--- src/rtl/instruction_fetch_unit.sv ---
// Fetch stage: owns the PC, drives a synchronous-read instruction memory and
// buffers returned words with their PC+1 in a small FIFO for decode.
module instruction_fetch_unit #(
   parameter logic [31:0] RESET_PC   = 32'h0,
   parameter int          ADDR_WIDTH = 8,
   parameter int          FIFO_DEPTH = 2
) (
   input  logic                  clk,
   input  logic                  rst,
   output logic                  IM_En,
   output logic [ADDR_WIDTH-1:0] IM_Addr,
   input  logic [31:0]           IM_RD,
   input  logic                  Stall_D,
   input  logic                  Redirect,
   input  logic [31:0]           Redirect_PC,
   output logic [31:0]           Instr_F,
   output logic [31:0]           PC_Plus_One_F,
   output logic                  Valid_F
);

   localparam int PW = $clog2(FIFO_DEPTH);
   localparam int CW = PW + 1;
   localparam logic [CW:0] DEPTH_C = (CW+1)'(FIFO_DEPTH);

   logic [31:0]   pc_q, pc_d;
   logic [31:0]   tag_q;
   logic          inflight_q;
   logic [PW-1:0] rd_q, wr_q;
   logic [CW-1:0] count_q, count_d;
   logic [31:0]   instr_q [FIFO_DEPTH];
   logic [31:0]   pcp1_q  [FIFO_DEPTH];

   logic          pop, push;
   logic [CW:0]   occ;

   assign Valid_F = (count_q != '0);
   assign pop     = Valid_F & ~Stall_D & ~Redirect;
   assign push    = inflight_q & ~Redirect;

   // Occupancy after this cycle's pop; reserving a slot for every
   // in-flight request guarantees a response always has room.
   assign occ = {1'b0, count_q}
              + {{CW{1'b0}}, inflight_q}
              - {{CW{1'b0}}, pop};

   assign IM_En   = ~rst & ~Redirect & (occ < DEPTH_C);
   assign IM_Addr = pc_q[ADDR_WIDTH-1:0];

   assign Instr_F       = Valid_F ? instr_q[rd_q] : '0;
   assign PC_Plus_One_F = Valid_F ? pcp1_q[rd_q]  : '0;

   always_comb begin
      pc_d    = pc_q + 32'd1;
      count_d = count_q + CW'(push) - CW'(pop);
   end

   always_ff @(posedge clk) begin
      if (rst) begin
         pc_q       <= RESET_PC;
         tag_q      <= '0;
         inflight_q <= 1'b0;
         rd_q       <= '0;
         wr_q       <= '0;
         count_q    <= '0;
      end else if (Redirect) begin
         pc_q       <= Redirect_PC;
         inflight_q <= 1'b0;
         rd_q       <= '0;
         wr_q       <= '0;
         count_q    <= '0;
      end else begin
         if (IM_En) begin
            pc_q  <= pc_d;
            tag_q <= pc_d;
         end
         inflight_q <= IM_En;
         if (push) wr_q <= wr_q + 1'b1;
         if (pop)  rd_q <= rd_q + 1'b1;
         count_q <= count_d;
      end
   end

   always_ff @(posedge clk) begin
      if (!rst && push) begin
         instr_q[wr_q] <= IM_RD;
         pcp1_q[wr_q]  <= tag_q;
      end
   end

endmodule

--- config.mk ---
export PLATFORM = sky130hd
export DESIGN_NAME = instruction_fetch_unit
export DESIGN_NICKNAME = d
export VERILOG_FILES = /design/src/rtl/instruction_fetch_unit.sv
export SDC_FILE = /design/constraint.sdc
export NUM_CORES = 1
export LEC_CHECK = 0
export BUFFER_PORTS_ARGS = -buffer_cell sky130_fd_sc_hd__clkbuf_2
export CORE_MARGIN = 2
export CORE_UTILIZATION = 51
export DETAILED_ROUTE_END_ITERATION = 8
export PLACE_DENSITY = 0.73
export SKIP_LAST_GASP = 1
export SLEW_MARGIN = 30
export SYNTH_ARGS = -nofsm -noshare
export SYNTH_HDL_FRONTEND = slang
export SYNTH_SLANG_ARGS = --single-unit
--- constraint.sdc ---
create_clock -name clk -period 11.3 [get_ports clk]
set_input_delay 2.26 -clock clk [delete_from_list [all_inputs] [get_ports clk]]
set_output_delay 2.26 -clock clk [all_outputs]
set_load 0.03 [all_outputs]
Word level (Yosys, flattened, before mapping)

Memory sizes are Yosys's and may differ from the RTL's. A register that Yosys moved wholly into a read port is not among the register bits.
Index checks and enable logic that the tools add are counted.

RAM bits: 128
Memories: 2
Bits in registers: 69
Output and inout bits: 74
Latch bits: 0
Memory bits (read-only): 0

Equal/unequal tests: 0
Add/subtract/negate cells: 7
Reductions and logical operators: 6
Multiply operators: 0
Multiplexer cells: 10
Divide/modulo/power cells: 0
Magnitude comparators: 1
Shift operators: 0
Bitwise gates (word level): 8

Memory list:

| memory  | words | width | read ports | clocked after memory_dff | wr ports | line | text |
|---|---|---|---|---|---|---|---|
| instr_q | 2     | 32    | 1          | 1                        | 1        | 30   | `logic [31:0] instr_q [FIFO_DEPTH];` |
| pcp1_q  | 2     | 32    | 1          | 1                        | 1        | 31   | `logic [31:0] pcp1_q [FIFO_DEPTH];` |

Operator list:

| kind                                                                 | number |
|---|---|
| 32-bit two-way mux                                                   | 4 |
| 32-bit by 1-bit adder with 32-bit output, second input constant      | 1 |
| 1-bit two-way mux                                                    | 6 |
| 1-bit bitwise AND                                                    | 5 |
| 2-bit nonzero test                                                   | 2 |
| 2-bit by 1-bit adder with 3-bit output                               | 1 |
| 3-bit by 2-bit < comparator with 1-bit output, second input constant | 1 |
| 1-bit inverter                                                       | 3 |
| 3-bit by 1-bit subtractor with 3-bit output                          | 1 |
| 1-bit adder, second input constant                                   | 2 |
| 2-bit by 1-bit adder with 2-bit output                               | 1 |
| 2-bit AND reduction                                                  | 1 |
| 2-bit OR reduction                                                   | 1 |
| 2-bit by 1-bit subtractor with 2-bit output                          | 1 |
| 1-bit logical AND                                                    | 1 |
| 1-bit logical NOT                                                    | 1 |

Longest topological paths before layout

Gate-level depths: netlist (run 1).

Depth in word-level cells: 8
Mapped depth: 10

Least setup slack after synthesis (run 1)

No wires, ideal clock.

Path kind: input to output
From: input port Redirect
To: output port IM_En
Stages: 7
Buffers on the path: 1
Arrival time: 4522 ps
Slack: 4518 ps
Path through: nor4b_1 o21ai_0 fa_1 xnor2_1 nand3_1 inv_2 buf_1

Longest elaborated chain between the ends: 5
Elaborated cells on any way between the ends: 6
Classes of those cells: add/sub: 1; order compare: 1; bitwise: 4

RTL lines:

| what                                          | line | text |
|---|---|---|
| start: declaration                            | 14   | `input logic Redirect,` |
| 1-bit inverter (no source line) *             | -    |  |
| 1-bit bitwise AND                             | 37   | `assign pop = Valid_F & ~Stall_D & ~Redirect;` |
| 3-bit by 1-bit subtractor with 3-bit output   | 44   | `- {{CW{1'b0}}, pop};` |
| 3-bit by 2-bit < comparator with 1-bit output | 46   | `assign IM_En = ~rst & ~Redirect & (occ < DEPTH_C);` |
| 1-bit bitwise AND *                           | 46   |  |
| end: declaration                              | 10   | `output logic IM_En,` |

Mark *: on every way between the ends. The rest lies on a longest branch, timed or not.

Final worst setup path (run 1)

Same ends and word-level chain as after synthesis.

==> results_dict.tcl, run 1 <==
set metrics [dict create \
    status "finished clean" \
    crit_top_cell "clkbuf_2" \
    cts_setup_buffers 0 \
    path_class "in2out" \
    synthToLayoutAreaGrowth_pct 17.53 \
    relSlewSlack_pct 42.05 \
    r2r-end "tag_q[2]" \
    via_per_inst 5.400 \
    gp_congestion 0.9043 \
    htreeDepth 4 \
    track_usage_pct 20.30 \
    preCtsSetupSlack_ps 3325 \
    synth.avg_cell_area_um2 11.90 \
    reg2reg_depth 9 \
    finalPower_mw 1.540 \
    min_period_ps 7996 \
    critPathCaptureType "output pin" \
    required_ps 9040 \
    path_delay_family "buffers and inverters" \
    drt_iter0_drc 354 \
    via_count 5724 \
    synthCells 710 \
    grt_overflow 0 \
    placed_cell_area_um2 9306 \
    met1Wirelength_mm 8.225 \
    hold_end "pcp1_q[1][3]" \
    wl_mm 17.41 \
    synth_edf_count 128 \
    ys_types 43 \
    ys_seq_area_share_pct 62.10 \
    grt_pass1_vias 5427 \
    rows 47 \
    cts_made_buffers 17 \
    setup_ws_ps 3304 \
    wl_per_cell_um 16.42 \
    drtPass1Iterations 4 \
    slowest_delay_ps 630 \
    die_area_um2 17610 \
    fin_tns_setup_ps 0 \
    synthArstFlopShare_pct 0 \
    maxSlewViolCount 0 \
    hold_start "tag_q[3]" \
    mostFrequentLayoutCell "clkbuf_2" \
    ys_ff_latch 198 \
    die_h_um 132.7 \
    port_buffers 141 \
    startpoint_type "input pin" \
    clk_latency_ps 430 \
    synth.cell_area_um2 8446 \
    final_nets 898 \
    power_density_nw_per_um2 155.2 \
    cts_root_buffer "clkbuf_16" \
    clockBufferDepth 2 \
    ys.flop_type "edfxtp_1" \
    drc_errors 0 \
    post-route-cell-area_um2 9926 \
    grt_max_degree 70 \
    rsz0062_at_grt "no" \
    antenna_found_initial 0 \
    path_buf_inv 4 \
    tightest_slew_ps 869.2 \
    grt_pass1_wl_mm 28.15 \
    cts.sink_count 198 \
    core-area_um2 16410 \
    leakage_nw 3.525 \
    cts.hold.buffers_added 0 \
    max-cap-violations 0 \
    clk_pin_slew_worst_paths_ps 70 \
    vdd_drop_max_v 0.0001019 \
    r2r_setup_slack_ps 7610 \
    post-dp-hpwl_mm 11.75 \
    die_w_um 132.7 \
    min_path_cells 0 \
    r2r_start "count_q[1]" \
    slowest_stage "nand3_1" \
    setup_violations 0 \
    path_cells "clkbuf_2 -> nor4b_1 -> o21ai_0 -> fa_1 -> xnor2_1 -> nand3_1 -> inv_2 -> buf_4 -> clkbuf_2" \
    final_util_pct 60.50 \
    wl_met3_mm 1.019 \
    syn-num-nets 781 \
    drive_above_1_share_pct 23.69 \
    yosys_warnings 0 \
    crit_arrival_ps 5740 \
    hold_violations 0 \
    start_util_pct 51.48 \
    fin_worst_skew_ps 7.015 \
    min_path_type "reg2reg" \
    layout_common_cells "clkbuf_2 (141), edfxtp_1 (128), nor2_1 (118)" \
    met2_length_mm 7.825 \
    antenna_cells 0 \
    io_pins 142 \
    max_freq_mhz 125.1 \
    worstPathMaxFanout 62 \
    fin_crit_sh_pct 70.76 \
    ant_nets 0 \
    top_layer "met4" \
    post_cts_resized 0 \
    cts_tree "built" \
]
## cells by family (layout without fill, tap and decap cells)
family | count (synthesis) | after routing | synth area share [%]
mux | 64 | 64 | 7.585
xor+xnor | 55 | 55 | 5.704
buf+inv | 59 | 189 | 3.126
compound gates | 84 | 84 | 6.711
simple gates | 247 | 247 | 14.24
fa+ha+maj | 3 | 3 | 0.5333
flops | 198 | 198 | 62.10
## metal layers
layer  up-vias  track usage [%]
met4         0            7.288
met2       204            31.55
met1      2685            28.49
met5         -                0
li1       2810                -
met3        25            4.100
## through the flow
step | hold WS, ps | instances
finish | 459.6 | 1060
floorplan | 425.4 | 710
global placement | 437.5 | 1026
detailed placement | 442.1 | 1028
global route | 472.2 | 1060
CTS | 459.1 | 1060
## registers in the layout, summed over array words and instances (netlist names), named ones only
name,cells
count_q,2
inflight_q,1
instr_q,64
pc_q,32
pcp1_q,64
rd_q,1
tag_q,32
wr_q,1
## where the power goes
group	total, mW	internal (mW)	leakage [nW]	switching (mW)
Sequential	0.815	0.792	1.77	0.0230
Combinational	0.0998	0.0377	1.47	0.0621
Clock	0.625	0.355	0.292	0.270
## cells in the mapped netlist (all sizes together), types with 3 or more instances
cell type / n / area, µm²
edfxtp: 128 / 3844
nor2: 120 / 450.4
dfxtp: 70 / 1401
mux2i: 64 / 640.6
a211oi: 42 / 320.3
nand2: 36 / 135.1
xnor2: 34 / 297.8
clkbuf: 26 / 97.59
buf: 25 / 136.4
a21oi: 23 / 115.1
nand3: 21 / 115.1
xor2: 21 / 183.9
nand4: 16 / 115.1
nor3: 15 / 75.07
and3: 13 / 81.33
nor4: 10 / 115.1
inv: 7 / 26.27
o22ai: 6 / 37.54
and2: 5 / 31.28
o21ai: 4 / 20.02
or3: 4 / 25.02
o311ai: 3 / 26.28
## worst register-to-register path: cells and delay by family, from the launching register on
| kind | cells | cell delay [ps] |
|---|---|---|
| and+or+nand+nor | 3 | 1200 |
| xor gates and xnor gates | 1 | 350 |
| adders and majority gates | 1 | 440 |
| AOI/OAI and AO/OA | 2 | 450 |
| buffers and inverters | 2 | 640 |
| DFF | 1 | 510 |
## cell type report
| cell class | instances | area, µm² |
|---|---|---|
| Clock buffer | 17 | 425.4 |
| Clock inverter | 15 | 193.9 |
| Fill cell | 1362 | 6481 |
| Inverter | 8 | 30.03 |
| Multi-Input combinational cell | 453 | 2962 |
| Sequential cell | 198 | 5249 |
| Tap cell | 220 | 275.3 |
| Timing Repair Buffer | 149 | 790.8 |
## worst max-delay path by stage
stage	start	end	slack [ps]	depth (start not counted)
CTS	Redirect	IM_En	3340	9
detailed placement	Redirect	IM_En	3320	9
global route	Redirect	IM_En	2970	9
floorplan	Redirect	IM_En	4520	7
global placement	Redirect	IM_En	3460	9
finish	Redirect	IM_En	3300	9
Note: power is estimated with default switching activity, not from simulation.
==> inputs of run 2 (changes only) <==
- PLACE_DENSITY: 0.73 -> 0.76
- clock period: 11.3 -> 6.7 ns (I/O delays scaled with it)
==> results_dict.tcl, run 2 (synthesis results as in run 1) <==
set metrics [dict create \
    cts_setup_buffers 0 \
    die_w_um 132.7 \
    netSwitchingPower_uw 562.7 \
    post-dp-hpwl_mm 11.01 \
    via_per_inst 5.300 \
    clockBufferDepth 2 \
    port_buffers 141 \
    hold_ws_ps 456.9 \
    p_int_mw 1.950 \
    drc_errors 0 \
    cts_root_buffer "clkbuf_16" \
    synthToLayoutAreaGrowth_pct 16.93 \
    maxSlewViolCount 0 \
    min_path_cells 0 \
    post-route-cell-area_um2 9876 \
    wl_per_cell_um 15.91 \
    layout_common_cells "clkbuf_2 (141), edfxtp_1 (128), nor2_1 (118)" \
    antenna_found_initial 0 \
    required_ps 5360 \
    final_nets 899 \
    grt_max_degree 70 \
    pwr-share-comb_pct 6.7 \
    vdd_drop_max_v 0.0002201 \
    preCtsSetupSlack_ps 1504 \
    gp_congestion 0.8433 \
    grt_overflow 0 \
    htreeDepth 4 \
    critPathCaptureType "output pin" \
    dp.cells 1028 \
    drt_iter0_drc 382 \
    ant_nets 0 \
    core-area_um2 16410 \
    final_cell_count_no_fill 1061 \
    relSlewSlack_pct 44.00 \
    swShare_pct 22.40 \
    r2r_start "count_q[1]" \
    clk_pin_slew_worst_paths_ps 70 \
    die_h_um 132.7 \
    status "finished clean" \
    setup_violations 0 \
    top_layer "met4" \
    die_area_um2 17610 \
    seqPwrFrac_pct 54.7 \
    drive_above_1_share_pct 23.42 \
    finalPower_mw 2.512 \
    hold_end "pcp1_q[1][15]" \
    wl_met3_mm 1.067 \
    min_period_ps 5191 \
    reg2reg_depth 10 \
    rows 47 \
    max-cap-violations 0 \
    startpoint_type "input pin" \
    io_pins 142 \
    max_freq_mhz 192.6 \
    fin_crit_sh_pct 77.48 \
    largestRegisters "instr_q x64, pcp1_q x64" \
    hold_start "tag_q[15]" \
    placed_cell_area_um2 9281 \
    min_path_type "reg2reg" \
    r2r-end "tag_q[23]" \
    r2r_setup_slack_ps 3330 \
    track_usage_pct 19.88 \
    grt_pass1_wl_mm 27.59 \
    cp-startpoint "Redirect" \
    cts.sink_count 198 \
    cts_made_buffers 17 \
    path_class "in2out" \
    final_util_pct 60.19 \
    rsz0062_at_grt "no" \
    antenna_cells 0 \
    drtPass1Iterations 5 \
    mostFrequentLayoutCell "clkbuf_2" \
    crit_arrival_ps 3850 \
    post_cts_resized 0 \
    tightest_slew_ps 840.1 \
    cts_tree "built" \
    cts.hold.buffers_added 0 \
    hold_violations 0 \
    grt_pass1_vias 5265 \
    power_density_nw_per_um2 254.4 \
    met1Wirelength_mm 7.853 \
    clk_latency_ps 430 \
    clock_power_share_pct 38.6 \
    met2_length_mm 7.779 \
    fillers 1338 \
    via_count 5623 \
    leakage_nw 3.513 \
    fin_worst_skew_ps 8.018 \
    wl_mm 16.88 \
    fin_tns_setup_ps 0 \
    worstPathMaxFanout 23 \
    setup_ws_ps 1509 \
    start_util_pct 51.48 \
]
==> run 2: changes by cell type in the layout (fill, tap and decap cells not counted) <==
cell	before	now
clkinv_4	1	3
buf_4	6	8
clkinv_2	1	4
clkinv_1	1	2
clkbuf_1	0	2
buf_16	0	1
inv_6	3	1
bufinv_16	3	2
inv_8	3	0
clkinvlp_4	4	2
buf_12	2	0
==> run 2: cell type report <==
| class | instances | area (µm²) | share of cell area [%] |
|---|---|---|---|
| flip-flops and latches | 198 | 5249 | 53.15 |
| multi-input cells | 453 | 2962 | 29.99 |
| repair buffers | 150 | 793.3 | 8.032 |
| clock buffers | 19 | 432.9 | 4.384 |
| well taps | 220 | 275.3 | 2.787 |
| clock inverters | 13 | 133.9 | 1.356 |
| inverters | 8 | 30.03 | 0.3041 |
==> run 2: worst max path at each step <==
stage,end,slack (ps)
CTS,IM_En,1500
global route,IM_En,1270
floorplan,IM_En,1760
global placement,IM_En,1580
finish,IM_En,1510
detailed placement,IM_En,1500
==> run 2: power groups by stage <==
| stage | Clock [mW] | Combinational, mW | Sequential, mW |
|---|---|---|---|
| after CTS | 0.992 | 0.168 | 1.37 |
| after global routing | 1.04 | 0.187 | 1.38 |
| after floorplan | 0 | 0.122 | 1.39 |
| after global placement | 0 | 0.164 | 1.40 |
| final | 0.970 | 0.168 | 1.37 |
| after detailed placement | 0 | 0.167 | 1.40 |
==> run 2: critical path: stages <==
cell,delay (ps)
clkbuf_2,330
nor4b_1,580
o21ai_0,210
fa_1,440
xnor2_1,330
nand3_1,120
buf_4,220
inv_2,80
clkbuf_2,190
==> run 2: metal layers <==
metal	vias to the layer above	global-route usage, %
li1	2805	-
met1	2613	28.50
met2	192	30.80
met3	13	4.023
met4	0	5.974
met5	-	0
